`config.mk`:
```
export PLATFORM = sky130hd
export DESIGN_NAME = pc_fetch_unit
export DESIGN_NICKNAME = d
export VERILOG_FILES = /design/src/rtl/pc_pkg.sv /design/src/rtl/next_pc_mux.sv /design/src/rtl/pc_fetch_unit.sv
export SDC_FILE = /design/constraint.sdc
export NUM_CORES = 1
export LEC_CHECK = 0
export CAP_MARGIN = 40
export CORE_MARGIN = 10
export CORE_UTILIZATION = 48
export DETAILED_ROUTE_END_ITERATION = 7
export GPL_ROUTABILITY_DRIVEN = 0
export PLACE_DENSITY = 0.95
export REMOVE_ABC_BUFFERS = 1
export SYNTH_ARGS = -nofsm -noshare
export SYNTH_HDL_FRONTEND = slang
export SYNTH_SLANG_ARGS = --single-unit
```
`constraint.sdc`:
```
create_clock -name clk -period 4.39 [get_ports clk]
set_input_delay 1.317 -clock clk [delete_from_list [all_inputs] [get_ports clk]]
set_output_delay 1.317 -clock clk [all_outputs]
set_load 0.02 [all_outputs]
```
`src/rtl/pc_pkg.sv`:
```
// Shared encodings for the PC fetch stage: core sequencing states and
// the next-PC source select codes used by next_pc_mux.
package pc_pkg;

    // Fetch-stage sequencing states
    typedef enum logic [1:0] {
        BOOT  = 2'd0,
        RUN   = 2'd1,
        HALT  = 2'd2,
        FAULT = 2'd3
    } pcState_t;

    // Next-PC source select
    typedef enum logic [1:0] {
        SEL_HOLD = 2'd0,
        SEL_SEQ  = 2'd1,
        SEL_BR   = 2'd2,
        SEL_JMP  = 2'd3
    } nextPcSel_t;

    // Priority: stall and halt both hold the PC, then jump, then branch, then sequential
    function automatic nextPcSel_t selectNextPc(
        input logic stall,
        input logic halt,
        input logic jump,
        input logic branchTaken
    );
        if (stall || halt) begin
            return SEL_HOLD;
        end else if (jump) begin
            return SEL_JMP;
        end else if (branchTaken) begin
            return SEL_BR;
        end
        return SEL_SEQ;
    endfunction

endpackage

```
`src/rtl/next_pc_mux.sv`:
```
// Combinational next-PC selection: builds pc+1, the jump target
// (upper bits of pc+1 concatenated with the instruction jump field) and
// picks the highest-priority source. Assumes JUMP_W < WIDTH.
module next_pc_mux
    import pc_pkg::*;
#(
    parameter int WIDTH  = 32,
    parameter int JUMP_W = 26
) (
    input  logic [WIDTH-1:0]  pc,
    input  logic              stall,
    input  logic              halt,
    input  logic              jump,
    input  logic              branchTaken,
    input  logic [WIDTH-1:0]  pcBranch,
    input  logic [JUMP_W-1:0] jumpTarget,
    output logic [WIDTH-1:0]  pcPlus1,
    output logic [WIDTH-1:0]  nextPc,
    output nextPcSel_t        sel
);

    logic [WIDTH-1:0] jumpPc;

    assign pcPlus1 = pc + {{(WIDTH-1){1'b0}}, 1'b1};
    assign jumpPc  = {pcPlus1[WIDTH-1:JUMP_W], jumpTarget};
    assign sel     = selectNextPc(stall, halt, jump, branchTaken);

    // Route the selected source; hold reflects the current PC back
    always_comb begin
        nextPc = pc;
        case (sel)
            SEL_SEQ:  nextPc = pcPlus1;
            SEL_BR:   nextPc = pcBranch;
            SEL_JMP:  nextPc = jumpPc;
            default:  nextPc = pc;
        endcase
    end

endmodule

```
`src/rtl/pc_fetch_unit.sv`:
```
// Program-counter stage: state register (BOOT/RUN/HALT/FAULT), PC
// register, fetch counter and optional instruction-memory bound check.
// Optional feature: define PC_BOUND_CHECK_EN to trap next PCs >= IMEM_DEPTH
// into the sticky FAULT state; without it the PC wraps freely and fault=0.
module pc_fetch_unit
    import pc_pkg::*;
#(
    parameter int               WIDTH      = 32,
    parameter logic [WIDTH-1:0] RESET_PC   = '0,
    parameter int               JUMP_W     = 26,
    parameter int               IMEM_DEPTH = 64
) (
    input  logic              clk,
    input  logic              reset,
    input  logic              stall,
    input  logic              branch_taken,
    input  logic [WIDTH-1:0]  pc_branch_in,
    input  logic              jump,
    input  logic [JUMP_W-1:0] jump_target,
    input  logic              halt,
    output logic [WIDTH-1:0]  pc_out,
    output logic [WIDTH-1:0]  pc_plus1_out,
    output logic              fetch_valid,
    output logic              halted,
    output logic              fault,
    output logic [31:0]       fetch_count
);

    pcState_t         state;
    pcState_t         stateNext;
    logic [WIDTH-1:0] pcReg;
    logic [WIDTH-1:0] pcNext;
    logic [31:0]      countReg;
    logic [31:0]      countNext;
    logic [WIDTH-1:0] muxNextPc;
    nextPcSel_t       muxSel;
    logic             outOfRange;

    next_pc_mux #(
        .WIDTH (WIDTH),
        .JUMP_W(JUMP_W)
    ) uNextPcMux (
        .pc         (pcReg),
        .stall      (stall),
        .halt       (halt),
        .jump       (jump),
        .branchTaken(branch_taken),
        .pcBranch   (pc_branch_in),
        .jumpTarget (jump_target),
        .pcPlus1    (pc_plus1_out),
        .nextPc     (muxNextPc),
        .sel        (muxSel)
    );

`ifdef PC_BOUND_CHECK_EN
    localparam logic [WIDTH-1:0] IMEM_LIMIT = WIDTH'(IMEM_DEPTH);
    assign outOfRange = (muxNextPc >= IMEM_LIMIT);
    assign fault      = (state == FAULT);
`else
    logic unusedImemDepth;
    assign unusedImemDepth = (IMEM_DEPTH != 0);
    assign outOfRange      = 1'b0;
    assign fault           = 1'b0;
`endif

    // State, PC and counter registers; reset is asynchronous and overrides any state
    always_ff @(posedge clk or posedge reset) begin
        if (reset) begin
            state    <= BOOT;
            pcReg    <= RESET_PC;
            countReg <= '0;
        end else begin
            state    <= stateNext;
            pcReg    <= pcNext;
            countReg <= countNext;
        end
    end

    // Sequencing: inputs only matter in RUN; HALT and FAULT freeze everything
    always_comb begin
        stateNext = state;
        pcNext    = pcReg;
        countNext = countReg;
        case (state)
            BOOT: stateNext = RUN;
            RUN: begin
                if (muxSel == SEL_HOLD) begin
                    // halt during stall is ignored and re-sampled once stall drops
                    if (halt && !stall) begin
                        stateNext = HALT;
                    end
                end else if (outOfRange) begin
                    stateNext = FAULT;
                end else begin
                    pcNext    = muxNextPc;
                    countNext = countReg + 32'd1;
                end
            end
            HALT:    stateNext = HALT;
            FAULT:   stateNext = FAULT;
            default: stateNext = BOOT;
        endcase
    end

    assign pc_out      = pcReg;
    assign fetch_count = countReg;
    assign fetch_valid = (state == RUN) && !stall;
    assign halted      = (state == HALT);

endmodule

```
==> results.cfg, run 1 <==
[placed_design]
port_buffers = 161
place.detailed.hpwl_um = 11330
dpl.cell_count = 708

[sta]
rsz0062_at_grt = no
finalClockSkew_ns = 0.005916
tightest_slew_ns = 0.7224
period_share = 0.9703
setup_violations = 0
relSlewSlack = 0.5164
finalHoldViolCount = 0
finalCriticalPeriod_ns = 4.260
setup-tns-final_ns = 0
slew_viol_final = 0
hold_slack_ns = 0.4916
fmax_ghz = 0.2348

[logic_synthesis]
postSynthCellCount = 452
yosys_register_bits = 66
netlist_area_um2 = 4115
yosysUniqueCellTypes = 50
avgSynthCellArea_um2 = 9.104
synth-main-ff-cell = dfrtp_1
synth_async_sr_flop_share = 1.000
yosysWarningCount = 0
seq_area_frac_synth = 0.4013
synth-edff-count = 0

[grt]
grt.busiest_layer = met2
grt_use_total = 0.2188
grt_util_met3 = 0.08040
grt_pass1_vias = 4417
grtUsageMet1 = 0.2370
grt_use_met2 = 0.3790
grt_start_max_net_pins = 47
grt_pass1_wl_um = 22800
antenna_found_initial = 0
overflow = 0

[drt]
drt_pre_antenna_iters = 7
via_count = 4213
remaining_drc_errors = 0
postRouteAntennaNets = 0
wl_per_cell_um = 19.96
drt_iter0_markers = 224
vias_per_cell = 5.835
drt-total-wl_um = 14410

[die]
start_util = 0.4959
die_area_um2 = 12680
die_h_um = 112.6
pin_count = 163
core_um2 = 8299
die_w_um = 112.6
rows = 33

[finish]
antennaDiodeCount = 0
stdcell_count = 722
drive_gt1_frac = 0.07780
final_util = 0.7324
final_nets = 683
final_common_cell = clkdlybuf4s50_1
final_cell_mix = clkdlybuf4s50_1 (159), dfrtp_1 (62), xnor2_1 (47), nand2_1 (44), a21oi_1 (29)
area_growth_pct = 47.70

[power_and_ir_drop]
p_per_area_nw_per_um2 = 189.5
ir_drop_mv = 0.1017
power.switching_uw = 274.5
seq_power_share = 0.528
internal_power_uw = 877.4
pwr-share-clk = 0.383
p_sw_frac = 0.2383
power.leakage_nw = 2.500
power_frac_comb = 0.089

[worst_setup_path]
reg2reg_from = state[1]$_DFFE_PP0P_
start_kind = register
cp-end-kind = output pin
cp.required_ns = 3.07
cp_max_fo = 8
crit_type = reg -> out
arrival_ns = 2.94
cp-startpoint = pc_out[13]$_DFFE_PP0P_

[clocking]
cts_tree = yes
ctsResizeCount = 1
clock_latency_ns = 0.34
h-tree-depth = 3
cts_setup_buffers = 0
cts_buffers = 9
clockBufferDepth = 2
hold_buffers = 0
cts.clk_slew.worst_paths_ns = 0.07
clkSinkCount = 66
clockRootBuffer = clkbuf_8

[run]
cap_violations = 0

[hold_path]
hp-start = fetch_count[20]$_DFFE_PP0P_
hold_class = reg -> reg

[run_status]
status = completed
## power by group through the flow
stage / sequential (mW) / clock [mW] / combinational, mW
floorplan: 0.620 / 0 / 0.0257
global placement: 0.619 / 0 / 0.100
detailed placement: 0.619 / 0 / 0.103
CTS: 0.608 / 0.445 / 0.104
global route: 0.607 / 0.469 / 0.110
finish: 0.608 / 0.441 / 0.103
## worst paths after layout
| path | endpoint | slack [ns] | cells past startpoint |
|---|---|---|---|
| worst max register to register | fetch_count[25]$_DFFE_PP0P_ | 1.93 | 7 |
| max in group asynchronous | pc_out[3]$_DFFE_PP0P_ | 2.07 | 3 |
| worst min-delay path | fetch_count[20]$_DFFE_PP0P_ | 0.49 | 1 |
| worst min register to register | fetch_count[20]$_DFFE_PP0P_ | 0.49 | 1 |
| worst max-delay path | pc_plus1_out[27] | 0.13 | 5 |
| min in group asynchronous | pc_out[25]$_DFFE_PP0P_ | 1.32 | 2 |
## metrics by stage
stage / area [um^2] / power, mW / setup slack, ns
after CTS: 6057 / 1.157 / 0.006934
after global routing: 6078 / 1.186 / 0.0007898
after detailed placement: 5894 / 0.7225 / 0.2903
final: 6078 / 1.152 / 0.1304
after global placement: 5867 / 0.7199 / 0.4230
after floorplan: 4013 / 0.6452 / 0.8597
## cells by family (layout without fill, tap and decap cells)
| logic type | count (synthesis) | in the layout | synth area share |
|---|---|---|---|
| AO/OA/AOI/OAI | 104 | 104 | 0.1736 |
| XOR/XNOR | 61 | 61 | 0.1298 |
| adder cells (fa/ha/maj) | 5 | 5 | 0.01520 |
| buffers and inverters | 45 | 210 | 0.04409 |
| flip-flops | 66 | 66 | 0.4013 |
| multiplexers | 3 | 3 | 0.007297 |
| other | 1 | 1 | 0.0009113 |
| AND/OR/NAND/NOR | 167 | 167 | 0.2277 |
## state kept, by name, summed over array words and instances, names as in the netlist
name / count
state: 2
fetch_count: 32
pc_out: 32
## per-layer routing
metal / vias up / part of all wire / routed length (um)
li1: 1974 / - / -
met1: 2040 / 0.38 / 5535
met2: 183 / 0.51 / 7344
met3: 16 / 0.092 / 1329
met4: 0 / 0.014 / 201
met5: - / 0 / 0
## cell usage after synthesis (3+ instances only)
cell,n,area (um^2)
a21oi_1,29,145.1
a221o_1,8,80.08
a221oi_1,13,113.9
a22oi_1,5,37.54
a2bb2oi_1,13,113.9
a31oi_1,6,37.54
and3_1,8,50.05
buf_1,3,11.26
buf_2,6,30.03
clkbuf_1,13,48.80
dfrtp_1,66,1652
ha_1,5,62.56
inv_1,21,78.83
mux2i_1,3,30.03
nand2_1,44,165.2
nand3_1,21,105.1
nand4_1,19,118.9
nor2_1,28,105.1
nor3_1,12,60.06
nor4_1,3,18.77
nor4_4,3,63.81
o21ai_0,16,80.08
o22a_1,3,26.28
o22ai_1,4,25.02
or3_1,6,37.54
or4_1,4,30.03
xnor2_1,47,411.6
xor2_1,14,122.6
## final cells by class
type,instances,area (um^2)
inverters,21,78.83
multi-input cells,341,2312
flip-flops and latches,66,1657
well taps,105,131.4
fillers,619,2221
clock buffers,10,137.6
repair buffers,175,1742
clock inverters,4,20.02
## critical path: stages (launching register included)
cell	delay [ns]
dfrtp_1	0.48
nand4_1	0.29
or4_1	0.66
nor4_4	0.36
xor2_1	0.18
clkdlybuf4s50_1	0.62
Note: power is estimated with default switching activity, not from simulation.
==> inputs of run 2 (changes only) <==
RECOVER_POWER = 100   (was default)
==> results.cfg, run 2 (synthesis results as in run 1) <==
[grt]
overflow = 0
antenna_found_initial = 0
grt_pass1_vias = 4417
grt_start_max_net_pins = 47
grt_pass1_wl_um = 22800
grt_use_total = 0.2188

[hold_path]
hp-start = fetch_count[31]$_DFFE_PP0P_
whs_path_depth = 1
hold_class = reg -> reg

[worst_setup_path]
start_kind = register
r2r_cells = 7
reg2reg_to = pc_out[21]$_DFFE_PP0P_
cp.required_ns = 3.07
reg2reg_slack_ns = 1.41
reg2reg_from = state[1]$_DFFE_PP0P_
cp_max_fo = 8
cp-end-kind = output pin
cp-startpoint = pc_out[13]$_DFFE_PP0P_
arrival_ns = 2.95
crit_type = reg -> out
crit_path_end = pc_plus1_out[26]

[drt]
postRouteAntennaNets = 0
vias_per_cell = 5.913
wl_per_cell_um = 20.00
via_count = 4269
drt-total-wl_um = 14440
drt_pre_antenna_iters = 7
drt_iter0_markers = 205
remaining_drc_errors = 0

[power_and_ir_drop]
p_per_area_nw_per_um2 = 191.7
seq_power_share = 0.527
pwr-share-clk = 0.384
ir_drop_mv = 0.1018
power.leakage_nw = 2.681
power.switching_uw = 275.9
internal_power_uw = 876.6
p_total_mw = 1.152
p_sw_frac = 0.2394
power_frac_comb = 0.089

[run_status]
status = completed

[die]
die_w_um = 112.6
die_area_um2 = 12680
pin_count = 163
die_h_um = 112.6
rows = 33
core_um2 = 8299
start_util = 0.4959

[finish]
final_cell_mix = dlygate4sd3_1 (94), clkdlybuf4s50_1 (65), dfrtp_1 (62), xnor2_1 (47), nand2_1 (44)
area_growth_pct = 46.12
final_common_cell = dlygate4sd3_1
drive_gt1_frac = 0.06483
fillers = 632
final_nets = 683
antennaDiodeCount = 0

[clocking]
cts.clk_slew.worst_paths_ns = 0.07
cts_setup_buffers = 0
cts_buffers = 9
clkSinkCount = 66
clock_latency_ns = 0.35
h-tree-depth = 3
clockBufferDepth = 2
hold_buffers = 0
clockRootBuffer = clkbuf_8
cts_tree = yes

[sta]
slew_viol_final = 0
finalCriticalPeriod_ns = 4.263
setup-tns-final_ns = 0
relSlewSlack = 0.1813
rsz0062_at_grt = no
timing.final.ws_setup_ns = 0.1271
finalClockSkew_ns = 0.006456
fmax_ghz = 0.2346
setup_violations = 0
tightest_slew_ns = 1.228
hold_slack_ns = 0.4901
period_share = 0.9710
finalHoldViolCount = 0

[run]
cap_violations = 0

[placed_design]
place.detailed.hpwl_um = 11330
port_buffers = 161
dpl_worst_slack_ns = 0.2903
==> run 2: changes by cell type in the layout (fill, tap and decap cells not counted), moves of 4 or more <==
cell | before | now
buf_4 | 13 | 9
clkdlybuf4s50_1 | 159 | 65
dlygate4sd3_1 | 0 | 94
clkbuf_1 | 0 | 6
==> run 2: power by group through the flow <==
stage / Combinational [mW] / Clock [mW] / Sequential, mW
5_1_grt: 0.109 / 0.469 / 0.607
6_report: 0.102 / 0.442 / 0.608
3_5_place_dp: 0.103 / 0 / 0.619
2_1_floorplan: 0.0257 / 0 / 0.620
4_1_cts: 0.104 / 0.445 / 0.608
3_3_place_gp: 0.100 / 0 / 0.619
==> run 2: cell type report <==
type / instances / area [um^2] / share of cell area
clock buffer: 10 / 137.6 / 0.02289
clock inverter: 4 / 20.02 / 0.003329
inverter: 21 / 78.83 / 0.01311
multi-input combinational: 341 / 2302 / 0.3829
sequential: 66 / 1657 / 0.2755
tap: 105 / 131.4 / 0.02185
timing repair buffer: 175 / 1687 / 0.2805
==> run 2: worst max-delay path, stage by stage (launching register included) <==
cell	delay (ns)
dfrtp_1	0.48
nand4_1	0.29
or4_1	0.66
nor2_1	0.23
xor2_1	0.27
clkdlybuf4s50_1	0.66
==> run 2: per-stage QoR <==
stage / instance area [um^2] / cells / utilization
6_report: 6013 / 722 / 0.7246
5_1_grt: 6013 / 722 / 0.7246
3_3_place_gp: 5867 / 707 / 0.7069
4_1_cts: 6057 / 722 / 0.7298
3_5_place_dp: 5894 / 708 / 0.7102
2_1_floorplan: 4013 / 428 / -
==> run 2: repair_timing <==
action	in CTS	in global routing
gates resized for setup	1	8
pin swaps	0	0
setup endpoints to repair	3	6
==> run 2: worst min-delay path by stage <==
stage | to
final | fetch_count[31]$_DFFE_PP0P_
after global routing | fetch_count[20]$_DFFE_PP0P_
after CTS | fetch_count[20]$_DFFE_PP0P_
after detailed placement | fetch_count[20]$_DFFE_PP0P_
after global placement | fetch_count[31]$_DFFE_PP0P_
after floorplan | state[1]$_DFFE_PP0P_
==> run 2: per-layer routing <==
metal / track usage / wire (um)
met1: 0.2370 / 5477
met2: 0.3790 / 7274
met3: 0.08040 / 1325
met4: 0.08545 / 364
met5: 0 / 0
==> inputs of run 3 (changes only) <==
GPL_TIMING_DRIVEN = 0   (was default)
SETUP_SLACK_MARGIN = 0.02   (was default)
==> results.cfg, run 3 (synthesis results as in run 1) <==
[run_status]
status = completed

[drt]
drt_iter0_markers = 245
vias_per_cell = 5.819
drt_pre_antenna_iters = 5
drt-total-wl_um = 14060
via_count = 4184
postRouteAntennaNets = 0
remaining_drc_errors = 0
wl_per_cell_um = 19.56

[die]
core_um2 = 8299
pin_count = 163
die_w_um = 112.6
die_area_um2 = 12680
die_h_um = 112.6
rows = 33
start_util = 0.4959

[finish]
area_growth_pct = 48.07
antennaDiodeCount = 0
final_nets = 678
final_common_cell = clkdlybuf4s50_1
drive_gt1_frac = 0.07329
final_cell_mix = clkdlybuf4s50_1 (96), dlygate4sd3_1 (64), dfrtp_1 (63), xnor2_1 (47), nand2_1 (44)

[worst_setup_path]
crit_path_end = pc_plus1_out[30]
r2r_cells = 7
cp_cell_sequence = ha_2 -> nand4_2 -> or3_4 -> nor4_4 -> xnor2_1 -> clkdlybuf4s50_1
cp-end-kind = output pin
cp-startpoint = pc_out[1]$_DFFE_PP0P_
reg2reg_from = state[1]$_DFFE_PP0P_
cp_max_fo = 6
critical_path_buf_inv_count = 1
start_kind = register
reg2reg_slack_ns = 1.71
max_stage_delay_ns = 0.63
cp.required_ns = 3.07
cp.depth = 6
crit_type = reg -> out
crit_slowest_cell = clkdlybuf4s50_1
cp_top_family = simple AND/OR/NAND/NOR gates
arrival_ns = 2.95
reg2reg_to = fetch_count[12]$_DFFE_PP0P_

[sta]
setup_violations = 0
relSlewSlack = 0.3103
hold_slack_ns = 0.5049
setup-tns-final_ns = 0
fmax_ghz = 0.2343
rsz0062_at_grt = yes
timing.final.ws_setup_ns = 0.1224
finalCriticalPeriod_ns = 4.268
tightest_slew_ns = 1.033
finalHoldViolCount = 0
finalClockSkew_ns = 0.01210
slew_viol_final = 0
period_share = 0.9721

[placed_design]
place.detailed.hpwl_um = 10900
dpl_worst_slack_ns = 0.1570
port_buffers = 161

[clocking]
clock_latency_ns = 0.34
cts.clk_slew.worst_paths_ns = 0.09
cts_tree = yes
clockRootBuffer = clkbuf_8
h-tree-depth = 3
hold_buffers = 0
cts_setup_buffers = 0
clkSinkCount = 66
clockBufferDepth = 2
cts_buffers = 9

[grt]
overflow = 0
grt_use_met2 = 0.3648
grtUsageMet1 = 0.2410
grt.busiest_layer = met2
grt_pass1_vias = 4289
grt_use_total = 0.2105
grt_util_met3 = 0.06869
grt_pass1_wl_um = 22340
antenna_found_initial = 0
grt_start_max_net_pins = 42

[power_and_ir_drop]
power.leakage_nw = 2.666
p_total_mw = 1.183
ir_drop_mv = 0.1493
p_per_area_nw_per_um2 = 194.2

[run]
cap_violations = 0

[hold_path]
hold_class = reg -> reg
-- run 3: stage by stage --
step | instance area (um^2) | util | std cells
final | 6093 | 0.7342 | 719
after global placement | 5756 | 0.6935 | 694
after global routing | 6093 | 0.7342 | 719
after CTS | 6067 | 0.7310 | 719
after floorplan | 4013 | - | 428
after detailed placement | 5873 | 0.7077 | 703
-- run 3: area by class of cell --
type,instances,area [um^2]
Clock buffer,9,123.9
Clock inverter,7,53.80
Tap cell,105,131.4
Inverter,21,78.83
Timing Repair Buffer,170,1703
Multi-Input combinational cell,341,2347
Sequential cell,66,1655
Fill cell,582,2206
-- run 3: power by group --
group	internal [mW]	switching, mW	total [mW]	leakage (nW)
registers	0.607	0	0.607	0.860
clock network	0.209	0.266	0.474	0.0822
logic	0.0590	0.0423	0.101	1.72
-- run 3: timing repair --
action	in CTS	in global routing
pin swaps	0	1
gates resized for setup	3	10
setup endpoints to repair	4	11
-- run 3: worst min path at each step --
stage / from / end / slack, ns / cells past startpoint
detailed placement: fetch_count[30]$_DFFE_PP0P_ / fetch_count[30]$_DFFE_PP0P_ / 0.49 / 1
global route: fetch_count[16]$_DFFE_PP0P_ / fetch_count[16]$_DFFE_PP0P_ / 0.51 / 1
CTS: fetch_count[30]$_DFFE_PP0P_ / fetch_count[30]$_DFFE_PP0P_ / 0.50 / 1
finish: fetch_count[7]$_DFFE_PP0P_ / fetch_count[7]$_DFFE_PP0P_ / 0.50 / 1
global placement: fetch_count[31]$_DFFE_PP0P_ / fetch_count[31]$_DFFE_PP0P_ / 0.46 / 1
floorplan: state[1]$_DFFE_PP0P_ / state[1]$_DFFE_PP0P_ / 0.52 / 2
-- run 3: metal layers --
metal / wire length, um / vias to the layer above
met4: 212 / 0
met5: 0 / -
met1: 5410 / 2009
met3: 1304 / 19
li1: - / 1963
met2: 7137 / 193
